==> src/rtl/seg7_monitor.sv <==
// seg7_monitor: receive-side checker for a 7-segment digit bus.
// Samples the segment pattern, debounces it with a stability window,
// decodes stable patterns to BCD, checks for a mod-10 up-count and
// measures the cycle count between accepted digits.
module seg7_monitor #(
    parameter int unsigned STABLE_CYCLES = 4,
    parameter int unsigned CNT_WIDTH     = 24
) (
    input  logic                 clk,
    input  logic                 reset,
    input  logic [6:0]           segments,
    output logic [3:0]           digit,
    output logic                 digit_valid,
    output logic                 seq_error,
    output logic                 bad_pattern,
    output logic                 locked,
    output logic [CNT_WIDTH-1:0] period
);

    localparam logic [7:0] STAB_MAX = 8'(STABLE_CYCLES);

    typedef enum logic {
        ST_IDLE,
        ST_LOCKED
    } state_t;

    state_t               state;
    logic [6:0]           samp;
    logic [7:0]           stab;
    logic [6:0]           last_acc;
    logic                 has_acc;
    logic [CNT_WIDTH-1:0] pcnt;
    logic [3:0]           dec;
    logic                 dec_ok;
    logic                 accept;
    logic [3:0]           next_digit;

    // Register the raw pattern and count consecutive identical samples
    always_ff @(posedge clk) begin
        if (reset) begin
            samp <= '0;
            stab <= '0;
        end else begin
            samp <= segments;
            if (segments != samp) begin
                stab <= 8'd1;
            end else if (stab != STAB_MAX) begin
                stab <= stab + 8'd1;
            end
        end
    end

    // Decode the stable sample back to a BCD digit (bit6..bit0 = g..a)
    always_comb begin
        dec    = '0;
        dec_ok = 1'b1;
        case (samp)
            7'b0111111: dec = 4'd0;
            7'b0000110: dec = 4'd1;
            7'b1011011: dec = 4'd2;
            7'b1001111: dec = 4'd3;
            7'b1100110: dec = 4'd4;
            7'b1101101: dec = 4'd5;
            7'b1111100: dec = 4'd6;
            7'b0000111: dec = 4'd7;
            7'b1111111: dec = 4'd8;
            7'b1100111: dec = 4'd9;
            default:    dec_ok = 1'b0;
        endcase
    end

    // A stable sample is taken once, and never again while it repeats
    always_comb begin
        accept     = (stab == STAB_MAX) && (!has_acc || (samp != last_acc));
        next_digit = (digit == 4'd9) ? 4'd0 : 4'(digit + 4'd1);
    end

    // Remember the last accepted pattern so it is not re-accepted
    always_ff @(posedge clk) begin
        if (reset) begin
            last_acc <= '0;
            has_acc  <= 1'b0;
        end else if (accept) begin
            last_acc <= samp;
            has_acc  <= 1'b1;
        end
    end

    // Tracking FSM with registered pulses, digit, period and period counter
    always_ff @(posedge clk) begin
        if (reset) begin
            state       <= ST_IDLE;
            locked      <= 1'b0;
            digit       <= '0;
            digit_valid <= 1'b0;
            seq_error   <= 1'b0;
            bad_pattern <= 1'b0;
            period      <= '0;
            pcnt        <= '0;
        end else begin
            digit_valid <= 1'b0;
            seq_error   <= 1'b0;
            bad_pattern <= 1'b0;
            if (pcnt != '1) begin
                pcnt <= pcnt + CNT_WIDTH'(1);
            end
            if (accept) begin
                if (dec_ok) begin
                    digit       <= dec;
                    digit_valid <= 1'b1;
                    // Count restarts at 1 so the next period spans acceptance edges
                    pcnt        <= CNT_WIDTH'(1);
                    if (state == ST_LOCKED) begin
                        seq_error <= (dec != next_digit);
                        period    <= pcnt;
                    end else begin
                        period    <= '0;
                    end
                    state  <= ST_LOCKED;
                    locked <= 1'b1;
                end else begin
                    bad_pattern <= 1'b1;
                    state       <= ST_IDLE;
                    locked      <= 1'b0;
                end
            end
        end
    end

endmodule
==> config.mk <==
export PLATFORM = sky130hd
export DESIGN_NAME = seg7_monitor
export DESIGN_NICKNAME = d
export VERILOG_FILES = /design/src/rtl/seg7_monitor.sv
export SDC_FILE = /design/constraint.sdc
export NUM_CORES = 1
export LEC_CHECK = 0
export ABC_AREA = 0
export BUFFER_PORTS_ARGS = -buffer_cell sky130_fd_sc_hd__buf_2
export CORE_ASPECT_RATIO = 0.6
export CORE_MARGIN = 2
export CORE_UTILIZATION = 38
export CTS_CLUSTER_SIZE = 14
export DETAILED_ROUTE_END_ITERATION = 12
export HOLD_SLACK_MARGIN = 0.08
export PLACE_DENSITY = 0.66
export SYNTH_ARGS = -nofsm -noshare
export SYNTH_HDL_FRONTEND = slang
export SYNTH_SLANG_ARGS = --single-unit
==> constraint.sdc <==
create_clock -name clk -period 2.3 [get_ports clk]
set_input_delay 0 -clock clk [delete_from_list [all_inputs] [get_ports clk]]
set_output_delay 0 -clock clk [all_outputs]
set_load 0.03 [all_outputs]
After elaboration in Yosys (flattened, before gate mapping)
Cells that the tools add are included.

storage, ports and cells
  register bits = 79
  bits in latches = 0
  memory bits (writable) = 0
  ROM bits = 0
  input bits = 9
  logic and storage cells = 55
  memories kept = 0

operators by class
  add/subtract/negate cells = 3
  $mul = 0
  div/mod/pow operators = 0
  $lt $le $gt $ge = 0
  eq/ne operators = 17
  shifts and indexed selects = 0
  mux-type cells = 11
  bitwise operators = 3
  reduce and logical (&&, ||, !) cells = 9

operators with widths
  cell                     number
  $mux W24                 4
  $eq A7 B7 Y1 const B     7
  $pmux W4 S9              1
  $add A24 B1 Y24 const B  1
  $ne A24 B24 Y1 const B   1
  $eq A7 B3 Y1 const B     2
  $ne A7 B7 Y1             2
  $reduce_or A10 Y1        1
  $add A8 B1 Y8 const B    1
  $eq A8 B3 Y1 const B     1
  $ne A8 B3 Y1 const B     1
  $eq A7 B6 Y1 const B     1
  $mux W1                  5
  $add A4 B1 Y4 const B    1
  $eq A4 B4 Y1 const B     1
  $mux W4                  1
  $ne A4 B4 Y1             1
  $reduce_or A2 Y1         2
  $reduce_or A4 Y1         1
  $not A1 Y1               3
  $reduce_and A2 Y1        1
  $reduce_bool A2 Y1       1
  $logic_and A1 B1 Y1      1
  $logic_not A1 Y1         1
  $logic_or A1 B1 Y1       1

Depth between registers and ports, before layout
Gate-level depths: netlist (run 1).

  word-level depth = 5
  depth in mapped cells = 11
  mapped depth without buffers = 7

Worst setup path after synthesis (run 1)
Ideal clock, no wire load.

  path type = flip-flop to flip-flop
  start point = register stab[0]
  end point = register pcnt[10]
  setup time = 0.136 ns
  arrival = 2.006 ns
  data required time = 2.164 ns
  slack = 0.159 ns
  cell stages (with the launch flop) = 12
  path buffers = 4
  period minus slack after synthesis = 2.141 ns
  cells stage by stage = dfxtp_1 inv_1 ha_1 nor4b_4 nand2_4 a41o_1 buf_6 o21ba_4 buf_6 buf_12 buf_8 nor3_1

between the ends
  word-level cells in the longest chain between the ends = 3

ends and longest elaborated chain
  what                      RTL line  source
  start: declaration        29        logic [7:0] stab;
  start signal: assignment  48        stab <= stab + 8'd1;
  $eq A8 B3 Y1              74        accept = (stab == STAB_MAX) && (!has_acc || (samp != last_acc));
  $logic_and A1 B1 Y1       74
  $mux W24                  107       if (accept) begin
  end signal: assignment    105       pcnt <= pcnt + CNT_WIDTH'(1);
  end: declaration          32        logic [CNT_WIDTH-1:0] pcnt;

No other way between the ends.
A chain may end at the register's enable or synchronous reset.

Worst setup path in the final report (run 1)
  start point = register pcnt[1]
  end point = register pcnt[19]

between the ends
  word-level cells in the longest chain between the ends = 4
  elaborated cells between the ends (all ways) = 5
  those cells by class = add/sub: 1; eq/ne: 1; mux: 3

ends and longest elaborated chain
  what                                                      RTL line  source
  $add A24 B1 Y24 / $ne A24 B24 Y1 (equally long branches)  105, 104
  $mux W24 (*)                                              104       if (pcnt != '1) begin
  $mux W24                                                  108       if (dec_ok) begin
  $mux W24 (*)                                              107

Every way passes the cells marked *; elsewhere a longest branch is shown, timed or not.

==> impl_metrics.csv, run 1 <==
group,metric,value,unit
sta,period_share,93.6,%
setup_path,critical_path_class,"reg -> reg",
min_path,hold_class,"in -> reg",
clock_tree,cts_sinks,79,
die,die_area,11600,um2
setup_path,critPathCapture,"pcnt[19]",
power,leakagePower,1.74,nW
die,core,10500,um2
global_routing,grt_max_degree,33,
setup_path,timing.rr.end,"pcnt[19]",
die,boundaryPins,41,
die,std_cell_rows,29,
power,pwr_density_cell,607,nW/um2
logic_synthesis,synth_cell_type_count,63,
power,vdd_drop_max,0.371,mV
clock_tree,cts_root_buf,"clkbuf_16",
logic_synthesis,synth_area_leader_cell,"dfxtp_1",
run_status,outcome,"finished clean",
logic_synthesis,netlist_instances,448,
flow_run,max_cap_viol_count,0,
power,p_sw,0.000657,W
setup_path,arrival,2.41,ns
sta,fin_tns_setup,0,ns
routing,totalWireLength,9260,um
logic_synthesis,syn_area,4060,um2
global_routing,grt.total_usage,17.3,%
clock_tree,htree_levels,3,
routing,wire_per_inst,14.4,um
clock_tree,cts_setup_buffers,0,
place,gp_congestion,0.857,
logic_synthesis,synth_ff_type,"dfxtp_1",
clock_tree,clock_path_buffers,2,
min_path,holdPathStages,2,
routing,first_pass_iters,4,
power,internal_power,0.00228,W
clock_tree,cts_tree,"done",
logic_synthesis,synth-edff-count,0,
routing,vias,3408,
logic_synthesis,synth_nets,460,
cells_and_area,final_cell_mix,"76 x dfxtp_1, 46 x nand3_1, 45 x nand2_1, 40 x buf_2, 30 x buf_4",
setup_path,worst_setup_path_start_kind,"register",
power,combPwrFrac,4.4,%
logic_synthesis,avgSynthCellArea,9.06,um2
logic_synthesis,yosysWarnings,0,
logic_synthesis,async_flop_share,0,%
place,placed_area,4460,um2
global_routing,first_global_vias,3322,
setup_path,r2r_slack,0.15,ns
cells_and_area,diodes,0,
clock_tree,insertion_delay,0.34,ns
sta,finalSetupViolCount,0,
logic_synthesis,synth_seq_cells,79,
global_routing,grt_overflow,0,
clock_tree,cts_buffers,9,
setup_path,endpoint_kind,"register",
sta,worst_pin_slew,0.535,ns
setup_path,r2r-start,"pcnt[1]",
routing,route.detailed.drc,0,
place,dp_cells,622,
routing,drt_iter0_drc,210,
cells_and_area,final_util,46.1,%
cells_and_area,final_common_cell,"dfxtp_1",
cells_and_area,drive_above_1_share,23.3,%
cells_and_area,synthToLayoutAreaGrowth,19.2,%
sta,slew_headroom,64.3,%
power,p_clk_share,47.6,%
cells_and_area,nNetsFinal,513,
global_routing,grt_first_pass_wirelength,16000,um
sta,period_needed,2.15,ns
logic_synthesis,ys_seq_area_share,39.0,%
logic_synthesis,synth_top_area_share,39.0,%
setup_path,cp.required,2.56,ns
setup_path,r2r_cells,6,
die,die_width,137,um
setup_path,crit_start,"pcnt[1]",
power,p_sw_share,22.3,%
power,p_seq_share,48.0,%
routing,antenna_left,0,
cells_and_area,fill_cells,1015,
sta,final_hold_viol_count,0,
sta,fmax,464,MHz
setup_path,path_max_fanout,12,
place,place_hpwl,6580,um
global_routing,antenna_found_initial,0,
place,portBuffers,40,
routing,viasPerCell,5.28,
sta,whs,0.0909,ns
die,start_util,38.7,%
sta,drv_slew,0,
die,fp.dieH,84.1,um
clock_tree,clkTransAtPathRegs,0.06,ns
logic_synthesis,yosys-top-cells-area,"dfxtp_1 39%, mux2i_1 6.7%, nand3_1 5.7%, xnor2_1 5.0%, xor2_1 4.3%",
cells_and_area,finalNonFillerCells,645,
cells_and_area,final_area,4840,um2
sta,finClkSkew,0.00526,ns
[cell type report]
class	instances	area, um2	share of cell area, %
inverter	8	30.0	0.621
timing repair buffer	78	515	10.7
tap	139	174	3.59
clock inverter	5	56.3	1.16
sequential	79	1590	32.8
clock buffer	11	233	4.81
multi-input combinational	325	2240	46.4
[logic make-up after synthesis]
| kind of cell | synth area share, % |
|---|---|
| multiplexers | 6.66 |
| AO/OA/AOI/OAI | 11.5 |
| XOR/XNOR | 9.28 |
| buffers and inverters | 6.16 |
| adder cells (fa/ha/maj) | 0.925 |
| AND/OR/NAND/NOR | 26.5 |
| flip-flops | 39.0 |
[power groups by stage]
| stage | Clock (W) | Combinational [W] | Sequential, W |
|---|---|---|---|
| after floorplan | 0 | 0.0000996 | 0.00142 |
| after global placement | 0 | 0.000118 | 0.00144 |
| after detailed placement | 0 | 0.000121 | 0.00144 |
| after CTS | 0.00143 | 0.000131 | 0.00141 |
| after global routing | 0.00151 | 0.000144 | 0.00141 |
| final | 0.00140 | 0.000130 | 0.00141 |
[layer usage]
metal | global-route usage, % | part of all wire, % | vias up
met1 | 25.1 | 52 | 1610
li1 | - | - | 1720
met2 | 24.6 | 42 | 71
met4 | 5.15 | 0.73 | 0
met5 | 0 | 0 | -
met3 | 4.74 | 5.6 | 7
[stage by stage]
stage / power (W) / worst slack (ns)
after global placement: 0.00156 / 0.141
after floorplan: 0.00152 / 0.159
final: 0.00294 / 0.146
after detailed placement: 0.00156 / 0.0824
after global routing: 0.00307 / -0.0197
after CTS: 0.00297 / 0.0624
[state kept, by name, summed over array words and instances, names as in the netlist, 4 cells and up]
name      count
stab          8
period       24
digit         4
pcnt         24
samp          7
last_acc      7
[worst min-delay path by stage]
stage	startpoint	to	slack, ns
6_report	reset	digit_valid	0.09
5_1_grt	reset	digit_valid	0.11
2_1_floorplan	segments[0]	samp[0]	0.13
4_1_cts	reset	digit_valid	0.09
3_3_place_gp	segments[2]	samp[2]	0.24
3_5_place_dp	segments[5]	samp[5]	0.24
[worst max-delay path, stage by stage, from the launching register on]
cell and delay [ns]:
dfxtp_1 0.38, ha_1 0.28, nand4_1 0.22, o311ai_2 0.15, buf_4 0.20, or4_2 0.63
a211oi_2 0.22
[Yosys cell counts, types with 9 or more instances]
cell and count:
a21oi_1 16, buf_2 9, clkbuf_1 16, dfxtp_1 79
mux2i_1 27, nand2_1 45, nand3_1 46, nand4_1 12
nor2_1 14, nor2b_1 10, nor3_1 21, xnor2_1 23
xor2_1 20
[repair_timing]
item	CTS	global route
endpoints found under the hold margin	7	0
resized for setup	0	6
hold buffers	7	0
endpoints found under the setup margin	0	12
Note: power is estimated with default switching activity, not from simulation.
==> run 2: changes to the inputs <==
--- a/config.mk
+++ b/config.mk
@@ -9,11 +9,11 @@
 export BUFFER_PORTS_ARGS = -buffer_cell sky130_fd_sc_hd__buf_2
 export CORE_ASPECT_RATIO = 0.6
 export CORE_MARGIN = 2
-export CORE_UTILIZATION = 38
+export CORE_UTILIZATION = 35
 export CTS_CLUSTER_SIZE = 14
 export DETAILED_ROUTE_END_ITERATION = 12
 export HOLD_SLACK_MARGIN = 0.08
-export PLACE_DENSITY = 0.66
+export PLACE_DENSITY = 0.63
 export SYNTH_ARGS = -nofsm -noshare
 export SYNTH_HDL_FRONTEND = slang
 export SYNTH_SLANG_ARGS = --single-unit
==> run 2 against run 1 <==
First-iteration DRC count up 2.9%. Die area grew 8.2%. Fmax shrank 3.7%. Via count decreased by 0.35%. Largest cell class unchanged.
==> impl_metrics.csv, run 2 (synthesis gave the netlist of run 1 again) <==
group,metric,value,unit
run_status,outcome,"finished clean",
setup_path,critical-path-slowest-cell,"or4_2",
cells_and_area,finalNonFillerCells,665,
die,boundaryPins,41,
routing,vias,3396,
setup_path,r2r_slack,0.06,ns
setup_path,path_max_fanout,12,
die,die_width,143,um
clock_tree,clkTransAtPathRegs,0.06,ns
clock_tree,cts_setup_buffers,0,
power,power,0.00283,W
sta,period_needed,2.24,ns
min_path,holdPathStages,4,
place,place_hpwl,6640,um
routing,route.detailed.drc,0,
cells_and_area,fill_cells,1121,
setup_path,crit_chain,"nand4_1 > nor3_2 > o311ai_2 > buf_4 > or4_2 > a211oi_2",
cells_and_area,final_area,4850,um2
setup_path,r2r-start,"pcnt[5]",
die,core,11300,um2
routing,antenna_left,0,
clock_tree,cts_sinks,79,
min_path,hold_class,"in -> reg",
place,dp_cells,643,
min_path,whs_endpoint,"period[15]",
setup_path,crit_buf_inv,1,
clock_tree,cts_buffers,9,
sta,whs,0.232,ns
min_path,holdCritStartpoint,"reset",
die,fp.dieH,87.4,um
cells_and_area,final_cell_mix,"78 x dfxtp_1, 46 x nand3_1, 45 x nand2_1, 40 x buf_2, 29 x buf_4",
global_routing,grt.total_usage,16.1,%
clock_tree,insertion_delay,0.34,ns
setup_path,crit_family,"simple AND/OR/NAND/NOR gates",
global_routing,antenna_found_initial,0,
sta,worst_pin_slew,0.611,ns
die,std_cell_rows,30,
setup_path,critical_path_class,"reg -> reg",
place,portBuffers,40,
routing,drt_iter0_drc,216,
cells_and_area,nNetsFinal,513,
clock_tree,cts_root_buf,"clkbuf_16",
power,pwr_density_cell,584,nW/um2
sta,slew_headroom,59.2,%
cells_and_area,largestRegisters,"pcnt (24), period (24), stab (8)",
setup_path,endpoint_kind,"register",
cells_and_area,drive_above_1_share,23.0,%
clock_tree,clock_path_buffers,2,
setup_path,timing.rr.end,"pcnt[23]",
place,placed_area,4500,um2
cells_and_area,diodes,0,
flow_run,max_cap_viol_count,0,
sta,fmax,447,MHz
clock_tree,cts_tree,"done",
cells_and_area,final_common_cell,"dfxtp_1",
setup_path,worst_setup_path_start_kind,"register",
setup_path,cp.required,2.56,ns
cells_and_area,final_util,42.9,%
clock_tree,htree_levels,3,
routing,wire_per_inst,14.4,um
global_routing,grt_max_degree,47,
setup_path,arrival,2.50,ns
routing,totalWireLength,9550,um
cells_and_area,synthToLayoutAreaGrowth,19.5,%
power,leakagePower,1.74,nW
setup_path,slowest_delay,0.62,ns
sta,drv_slew,0,
sta,finClkSkew,0.00620,ns
routing,first_pass_iters,4,
die,start_util,35.9,%
setup_path,r2r_cells,6,
sta,finalSetupViolCount,0,
place,gp_congestion,0.806,
global_routing,grt_first_pass_wirelength,15900,um
routing,viasPerCell,5.11,
sta,final_hold_viol_count,0,
power,vdd_drop_max,0.323,mV
sta,period_share,97.3,%
global_routing,grt_overflow,0,
global_routing,first_global_vias,3295,
die,die_area,12500,um2
[run 2: timing repair]
item | in CTS | in global routing
hold endpoints to repair | 7 | 0
hold buffers | 7 | 0
endpoints found under the setup margin | 0 | 14
resized for setup | 0 | 4
[run 2: cell type report]
class | count | area, um2 | share of cell area [%]
clock buffer | 11 | 243 | 5.00
clock inverter | 4 | 22.5 | 0.464
inverter | 8 | 30.0 | 0.619
multi-input combinational | 325 | 2240 | 46.3
sequential | 79 | 1580 | 32.6
tap | 160 | 200 | 4.13
timing repair buffer | 78 | 528 | 10.9
[run 2: metrics by stage]
step           worst slack (ns)  setup TNS [ns]
6_report                 0.0628               0
5_1_grt                 -0.0752          -0.147
4_1_cts                  0.0694               0
3_5_place_dp             0.0853               0
3_3_place_gp              0.151               0
2_1_floorplan             0.159               0
[run 2: worst max-delay path by stage]
stage / from / end / slack [ns] / depth (start not counted)
2_1_floorplan: stab[0] / pcnt[10] / 0.16 / 11
4_1_cts: pcnt[5] / pcnt[19] / 0.07 / 6
3_3_place_gp: pcnt[5] / pcnt[19] / 0.15 / 6
3_5_place_dp: pcnt[5] / pcnt[23] / 0.09 / 6
6_report: pcnt[5] / pcnt[23] / 0.06 / 6
5_1_grt: pcnt[5] / pcnt[19] / -0.08 / 6
[run 2: where the power goes]
group	internal [W]	total, W	leakage (nW)	switching [W]
Clock	0.000748	0.00129	0.131	0.000545
Combinational	0.0000595	0.000131	0.967	0.0000719
Sequential	0.00138	0.00141	0.639	0.0000273
[run 2: per-layer routing]
metal,share of wire [%],vias to the layer above,global-route usage [%]
li1,-,1717,-
met1,53,1597,22.7
met2,41,74,23.1
met3,5.7,8,5.50
met4,0.82,0,4.68
met5,0,-,0
[run 2: worst min-delay path: cells and delay by family]
kind / cells / cell delay [ns]
buf+inv: 2 / 0.32
simple gates: 1 / 0.15
mux: 1 / 0.05
==> run 3: changes to the inputs <==
--- a/config.mk
+++ b/config.mk
@@ -14,6 +14,7 @@
 export DETAILED_ROUTE_END_ITERATION = 12
 export HOLD_SLACK_MARGIN = 0.08
 export PLACE_DENSITY = 0.63
+export REMOVE_ABC_BUFFERS = 1
 export SYNTH_ARGS = -nofsm -noshare
 export SYNTH_HDL_FRONTEND = slang
 export SYNTH_SLANG_ARGS = --single-unit
==> run 3 against run 2 <==
First-iteration DRC count is 4.6% lower. Sequential power about the same. Worst setup slack better by 0.10 ns. Register-to-register slack better by 0.10 ns. Highest routed layer unchanged.
==> impl_metrics.csv, run 3 (synthesis gave the netlist of run 1 again) <==
group,metric,value,unit
min_path,holdCritStartpoint,"reset",
cells_and_area,diodes,0,
die,die_area,12500,um2
sta,fmax,469,MHz
clock_tree,htree_levels,3,
routing,wire_per_inst,14.3,um
routing,route.detailed.drc,0,
sta,finClkSkew,0.00712,ns
place,dp_cells,643,
clock_tree,cts_sinks,79,
power,pwr_density_cell,605,nW/um2
sta,period_share,92.8,%
global_routing,grt_first_pass_wirelength,15700,um
cells_and_area,largestRegisters,"pcnt (24), period (24), stab (8)",
setup_path,crit_start,"pcnt[5]",
clock_tree,cts_buffers,9,
die,fp.dieH,87.4,um
routing,antenna_left,0,
sta,final_hold_viol_count,0,
min_path,whs_endpoint,"samp[1]",
routing,first_pass_iters,4,
sta,finalSetupViolCount,0,
sta,worst_pin_slew,0.791,ns
power,vdd_drop_max,0.255,mV
clock_tree,clkTransAtPathRegs,0.06,ns
clock_tree,cts_tree,"done",
place,gp_congestion,0.892,
min_path,hold_class,"in -> reg",
global_routing,antenna_found_initial,0,
routing,totalWireLength,9520,um
global_routing,grt.total_usage,15.9,%
setup_path,cp.required,2.56,ns
die,core,11300,um2
sta,rsz0062_at_grt,"no",
routing,drt_iter0_drc,206,
cells_and_area,drive_above_1_share,23.3,%
global_routing,grt_max_degree,48,
clock_tree,clock_path_buffers,2,
routing,viasPerCell,5.11,
global_routing,grt_overflow,0,
run_status,outcome,"finished clean",
clock_tree,insertion_delay,0.33,ns
setup_path,arrival,2.39,ns
routing,vias,3409,
setup_path,worst_setup_path_start_kind,"register",
power,leakagePower,1.76,nW
setup_path,path_max_fanout,12,
flow_run,max_cap_viol_count,0,
cells_and_area,finalNonFillerCells,667,
die,die_width,143,um
die,boundaryPins,41,
cells_and_area,final_cell_mix,"76 x dfxtp_1, 46 x nand3_1, 45 x nand2_1, 40 x buf_2, 31 x buf_4",
sta,drv_slew,0,
setup_path,r2r_cells,6,
sta,slew_headroom,47.2,%
place,portBuffers,40,
place,placed_area,4500,um2
cells_and_area,final_area,4890,um2
setup_path,timing.rr.end,"pcnt[19]",
global_routing,first_global_vias,3199,
setup_path,r2r-start,"pcnt[5]",
cells_and_area,nNetsFinal,515,
die,std_cell_rows,30,
min_path,holdPathStages,3,
place,place_hpwl,6740,um
setup_path,r2r_slack,0.17,ns
setup_path,endpoint_kind,"register",
cells_and_area,final_common_cell,"dfxtp_1",
sta,period_needed,2.13,ns
setup_path,critical_path_class,"reg -> reg",
die,start_util,35.9,%
cells_and_area,synthToLayoutAreaGrowth,20.5,%
cells_and_area,fill_cells,1126,
clock_tree,cts_root_buf,"clkbuf_16",
==> run 3: cell types whose count changed in the layout (fill, tap and decap cells not counted) <==
| cell | change |
|---|---|
| or3_1 | +1 |
| bufinv_16 | +1 |
| dfxtp_1 | -2 |
| dfxtp_2 | +2 |
| or3_4 | -1 |
| nor4_2 | -1 |
| clkinv_2 | -2 |
| buf_4 | +2 |
| clkbuf_8 | +1 |
| nor4_1 | +1 |
==> run 3: critical path: stages (launching register included) <==
cell and delay [ns]:
dfxtp_1 0.39, nand4_1 0.22, nor3_2 0.25, o311ai_2 0.13, buf_4 0.20, or4_2 0.63, a211oi_2 0.22
==> run 3: what timing repair did <==
action | CTS | global route
endpoints found under the setup margin | 0 | 37
setup buffers | 0 | 2
hold buffers | 7 | 0
resized for setup | 0 | 4
hold endpoints to repair | 7 | 0
==> run 3: power by group <==
part	total, W	internal [W]	switching, W
Sequential	0.00141	0.00138	0.0000283
Combinational	0.000134	0.0000605	0.0000738
Clock	0.00141	0.000891	0.000523
Total	0.00296	0.00233	0.000625
==> run 3: stage by stage <==
step / hold WS, ns / worst slack (ns) / TNS [ns] / util (%) / total power, W
finish: 0.256 / 0.166 / 0 / 43.3 / 0.00296
CTS: 0.261 / 0.0506 / 0 / 43.1 / 0.00299
global placement: 0.238 / 0.200 / 0 / 39.8 / 0.00156
detailed placement: 0.246 / 0.0599 / 0 / 39.8 / 0.00156
floorplan: 0.0689 / -0.0245 / -0.587 / - / 0.00150
global route: 0.298 / 0.0197 / 0 / 43.3 / 0.00306
==> run 3: worst max-delay path by stage <==
stage | cells after the start | slack (ns) | end
finish | 6 | 0.17 | pcnt[19]
global route | 8 | 0.02 | period[6]
CTS | 6 | 0.05 | period[6]
detailed placement | 6 | 0.06 | period[6]
global placement | 6 | 0.20 | period[17]
floorplan | 7 | -0.02 | period[0]
==> run 3: area by class of cell <==
type	count	area (um2)	area share, %
inverters	8	30.0	0.614
multi-input cells	325	2230	45.7
repair buffers	80	543	11.1
clock inverters	3	42.5	0.870
clock buffers	12	256	5.24
well taps	160	200	4.09
flip-flops and latches	79	1590	32.4
==> run 3: per-layer routing <==
metal | share of wire (%) | up-vias | wire [um] | global-route usage [%]
met5 | 0 | - | 0 | 0
met4 | 1.3 | 0 | 124 | 5.85
met3 | 6.2 | 9 | 590 | 4.40
met2 | 40 | 84 | 3780 | 22.5
met1 | 53 | 1595 | 5020 | 22.9
li1 | - | 1721 | - | -
